===== src/rtl/mem_wb_stage.sv =====
// MEM-stage result select and forwarding sources, MEM:WB pipeline register
// driving the register-file write port, retire counter and drain handshake.
module mem_wb_stage #(
    parameter int DSIZE = 16,
    parameter int RSIZE = 4,
    parameter int CSIZE = 16
) (
    input  logic             Clk,
    input  logic             Rst,
    input  logic             Mem_Valid,
    input  logic [DSIZE-1:0] Mem_ALUResult,
    input  logic [DSIZE-1:0] Mem_PCplus1,
    input  logic [DSIZE-1:0] Mem_ReadData,
    input  logic [RSIZE-1:0] Mem_RDest_rd,
    input  logic             Mem_Mem2Reg,
    input  logic             Mem_RFileWrite,
    input  logic             Mem_Sel_ALU_PC1,
    input  logic             Stall,
    input  logic             Flush,
    input  logic             Drain_req,
    output logic [DSIZE-1:0] Mem_Result,
    output logic [RSIZE-1:0] Mem_RF_Dest,
    output logic             Mem_RFWrite_Eb,
    output logic [DSIZE-1:0] WBResult,
    output logic [RSIZE-1:0] WB_RF_Dest,
    output logic             WB_RFWrite_Eb,
    output logic [CSIZE-1:0] Retire_cnt,
    output logic             Drain_ack
);

    typedef enum logic [1:0] {
        RUN   = 2'd0,
        DRAIN = 2'd1,
        DONE  = 2'd2
    } drain_state_t;

    drain_state_t state, state_next;
    logic [1:0]   idle_cnt, idle_next, idle_step;
    logic         retire;

    // MEM stage: link address wins over load data, which wins over ALU result
    always_comb begin
        if (Mem_Sel_ALU_PC1) begin
            Mem_Result = Mem_PCplus1;
        end else if (Mem_Mem2Reg) begin
            Mem_Result = Mem_ReadData;
        end else begin
            Mem_Result = Mem_ALUResult;
        end
    end

    assign Mem_RF_Dest    = Mem_RDest_rd;
    assign Mem_RFWrite_Eb = Mem_Valid & Mem_RFileWrite & (Mem_RDest_rd != '0);

    // MEM:WB register boundary
    always_ff @(posedge Clk) begin
        if (!Rst || Flush) begin
            WBResult      <= '0;
            WB_RF_Dest    <= '0;
            WB_RFWrite_Eb <= 1'b0;
        end else if (!Stall) begin
            WBResult      <= Mem_Result;
            WB_RF_Dest    <= Mem_RDest_rd;
            WB_RFWrite_Eb <= Mem_RFWrite_Eb;
        end
    end

    assign retire = Mem_Valid & ~Stall & ~Flush;

    always_ff @(posedge Clk) begin
        if (!Rst) begin
            Retire_cnt <= '0;
        end else if (retire && (Retire_cnt != '1)) begin
            Retire_cnt <= Retire_cnt + CSIZE'(1);
        end
    end

    always_ff @(posedge Clk) begin
        if (!Rst) begin
            state    <= RUN;
            idle_cnt <= 2'd0;
        end else begin
            state    <= state_next;
            idle_cnt <= idle_next;
        end
    end

    assign idle_step = Mem_Valid ? 2'd0 : ((idle_cnt == 2'd2) ? 2'd2 : idle_cnt + 2'd1);

    // Leaving DRAIN needs two idle edges and no write still parked in WB
    always_comb begin
        state_next = state;
        idle_next  = idle_cnt;
        case (state)
            RUN: begin
                idle_next = 2'd0;
                if (Drain_req) begin
                    state_next = DRAIN;
                end
            end
            DRAIN: begin
                if (!Drain_req) begin
                    state_next = RUN;
                    idle_next  = 2'd0;
                end else begin
                    idle_next = idle_step;
                    if ((idle_step == 2'd2) && !WB_RFWrite_Eb) begin
                        state_next = DONE;
                    end
                end
            end
            DONE: begin
                idle_next = 2'd0;
                if (!Drain_req) begin
                    state_next = RUN;
                end else if (Mem_Valid) begin
                    state_next = DRAIN;
                end
            end
            default: begin
                state_next = RUN;
                idle_next  = 2'd0;
            end
        endcase
    end

    assign Drain_ack = (state == DONE);

endmodule


===== config.mk =====
export PLATFORM = sky130hd
export DESIGN_NAME = mem_wb_stage
export DESIGN_NICKNAME = d
export VERILOG_FILES = /design/src/rtl/mem_wb_stage.sv
export SDC_FILE = /design/constraint.sdc
export NUM_CORES = 1
export LEC_CHECK = 0
export ABC_AREA = 1
export BUFFER_PORTS_ARGS = -buffer_cell sky130_fd_sc_hd__buf_2
export CAP_MARGIN = 20
export CELL_PAD_IN_SITES_DETAIL_PLACEMENT = 0
export CELL_PAD_IN_SITES_GLOBAL_PLACEMENT = 1
export CORE_ASPECT_RATIO = 1.5
export CORE_MARGIN = 2
export CORE_UTILIZATION = 33
export CTS_BUF_LIST = sky130_fd_sc_hd__clkbuf_2 sky130_fd_sc_hd__clkbuf_4 sky130_fd_sc_hd__clkbuf_8
export CTS_CLUSTER_DIAMETER = 150
export CTS_CLUSTER_SIZE = 30
export DETAILED_ROUTE_END_ITERATION = 12
export PLACE_DENSITY_LB_ADDON = 0.1
export SKIP_CTS_REPAIR_TIMING = 1
export SLEW_MARGIN = 25
export SYNTH_ARGS = -nofsm -noshare
export SYNTH_HDL_FRONTEND = slang
export SYNTH_SLANG_ARGS = --single-unit

===== constraint.sdc =====
create_clock -name Clk -period 3.8 [get_ports Clk]
set_input_delay 0.19 -clock Clk [delete_from_list [all_inputs] [get_ports Clk]]
set_output_delay 0.19 -clock Clk [all_outputs]
set_load 0.1 [all_outputs]

==> impl_metrics.tcl <==
set metrics [dict create \
    crit_top_cell "buf_2" \
    overflow 0 \
    dr_total_vias 2593 \
    max-vdd-ir-drop_uv 140 \
    status "finished, final reports clean" \
    maxCapViolCount 0 \
    dp.cells 542 \
    yosysSeqAreaShare_pct 35.9 \
    layout.cells.non_filler 549 \
    rr_startpoint "Retire_cnt[0]" \
    grt_pass1_vias 2452 \
    cts.sinks 41 \
    syn_area_um2 2280 \
    routed_wl_um 6660 \
    synth.avg_cell_area_um2 6.29 \
    yosysWarnings 0 \
    layout_min_cycle_time_ns 1.71 \
    multi_input_area_um2 1240 \
    clock.fmax_ghz 0.584 \
    finalHoldViolCount 0 \
    layout-drive-gt1-share_pct 29.9 \
    dp_hpwl_um 5400 \
    n_antenna_cell 0 \
    cp_cell_sequence "buf_2 -> inv_1 -> nor2_1 -> a21oi_1 -> buf_2" \
    start_util_pct 33.6 \
    clock_latency_ns 0.29 \
    avgRoutedWirePerCell_um 12.1 \
    max-clock-path-buffers 2 \
    rsz0062_at_grt "false" \
    cts_buffers 5 \
    holdWs_ns 0.167 \
    crit_path_end_kind "output port" \
    maxSlewHeadroom_pct 66.8 \
    drtIter0Drc 122 \
    worstPathArrival_ns 1.52 \
    hold_class "in -> reg" \
    dp_slack_ns 2.01 \
    seqCellArea_um2 821 \
    p_leak_nw 1.46 \
    synthCells 363 \
    cts_htree_levels 2 \
    timing.final.ws_setup_ns 2.09 \
    worst_r2r_path_depth 6 \
    rows 37 \
    setup_violations 0 \
    grt_max_degree 24 \
    crit_path_start_kind "input port" \
    hold_start "Mem_RDest_rd[0]" \
    min_to "WB_RF_Dest[0]" \
    p_per_area_nw_per_um2 370 \
    viasPerCell 4.72 \
    area_delta_synth_final_pct 29.6 \
    syn_nets 426 \
    ys_types 25 \
    nFillCells 788 \
    rr_endpoint "Retire_cnt[15]" \
    track_usage_pct 17.7 \
    critical_path_required_ns 3.61 \
    gp_congestion 0.815 \
    cts_tree "built" \
    die_area_um2 7620 \
    die_x_um 71.9 \
    finalCritPeriodShare_pct 45.1 \
    skew_ns 0.00449 \
    cpPeakStageDelay_ns 0.46 \
    rrSetupSlack_ns 2.17 \
    root_buffer "clkbuf_8" \
    drc 0 \
    fin_tns_setup_ns 0 \
    worstPathMaxFanout 17 \
    ant_nets 0 \
    die_y_um 106 \
    path_class "in -> out" \
    clk_pin_slew_worst_paths_ns 0.08 \
    antenna_found_initial 0 \
    synth-seq-cells 41 \
    io_buffers 119 \
    nets 534 \
    hold_depth 3 \
    ios 120 \
    cp_slowest_cell "buf_2" \
    grt_pass1_wl_um 10900 \
    worst_pin_slew_ns 0.497 \
    finalMaxSlewViolations 0 \
    core_um2 6810 \
    drt_pass1_iterations 4 \
]
[worst max path at each step]
stage / slack, ns / depth (start not counted) / to / from
after floorplan: 1.37 / 7 / WBResult[0] / Mem_Mem2Reg
after global placement: 2.03 / 9 / Retire_cnt[15] / Stall
after detailed placement: 2.01 / 9 / Retire_cnt[15] / Stall
after CTS: 2.09 / 5 / Mem_Result[13] / Mem_Sel_ALU_PC1
after global routing: 1.95 / 5 / Mem_Result[3] / Mem_Sel_ALU_PC1
final: 2.09 / 5 / Mem_Result[9] / Mem_Sel_ALU_PC1
[metrics by stage]
step	instance area, µm²	utilization, %	total power, mW
final	2960	43.5	1.09
after floorplan	2280	-	0.745
after global placement	2870	42.2	0.815
after detailed placement	2870	42.2	0.814
after CTS	2960	43.5	1.11
after global routing	2960	43.5	1.15
[routing by layer]
| metal | global-route usage [%] | part of all wire (%) | routed length [µm] | up-vias |
|---|---|---|---|---|
| met5 | 0 | 0 | 0 | - |
| met4 | 5.12 | 1.5 | 97 | 0 |
| met3 | 3.70 | 6.1 | 408 | 7 |
| met2 | 34.1 | 55 | 3640 | 82 |
| met1 | 18.8 | 38 | 2510 | 1135 |
| li1 | - | - | - | 1369 |
[cells by family (layout without fill, tap and decap cells)]
kind of cell             after synthesis  after routing  synth area share, %
adder cells (fa/ha/maj)                2              2                 1.10
flip-flops                            41             41                 35.9
AO/OA/AOI/OAI                         68             68                 15.2
AND/OR/NAND/NOR                      204            204                 38.2
buffers and inverters                 48            156                 9.64
[power breakdown]
group	switching, mW	internal [mW]
clock network	0.149	0.144
logic	0.288	0.0651
registers	0.00692	0.441
total	0.444	0.650
[registers in the layout, indices dropped and copies added, names as in the netlist]
register,count
WBResult,16
WB_RF_Dest,4
WB_RFWrite_Eb,1
state,2
Retire_cnt,16
idle_cnt,2
[worst max-delay path: cells and delay by family]
family | cells | cell delay [ns]
buffers and inverters | 3 | 1.06
AND/OR/NAND/NOR | 1 | 0.08
AO/OA/AOI/OAI | 1 | 0.18
[cell type report]
cell class	count	share of cell area [%]
multi-input cells	274	42.0
well taps	78	3.30
inverters	30	3.80
flip-flops and latches	41	27.7
clock inverters	1	0.254
clock buffers	6	2.79
repair buffers	119	20.1
[synthesized netlist by cell type (all sizes together)]
master | n | share of area (%)
o211ai | 1 | 0.33
nand3b | 1 | 0.33
inv | 30 | 4.9
ha | 2 | 1.1
nand3 | 19 | 5.7
nor2 | 100 | 17
clkbuf | 4 | 0.66
and2 | 1 | 0.27
buf | 14 | 4.1
o21a | 1 | 0.33
nor3 | 5 | 1.1
nand4 | 4 | 1.1
nand2 | 74 | 12
o21ai | 20 | 4.4
a21oi | 45 | 9.9
dfxtp | 41 | 36
a31oi | 1 | 0.27
[cell usage in the layout, fill, tap and decap left out]
cell type and count:
clkbuf_8 6, dfxtp_1 41, o21ai_0 20, ha_1 2
nand3_2 7, a31oi_1 1, inv_2 2, nand4_1 4
nand3_1 12, o21a_1 1, inv_1 28, nor2_4 2
nor2_2 2, nor3_1 5, a21oi_1 45, nand2_1 72
nand3b_1 1, nand2_2 2, buf_2 119, clkinvlp_4 1
o211ai_1 1, and2_1 1, nor2_1 96
Power figures use the tool's default switching activity.
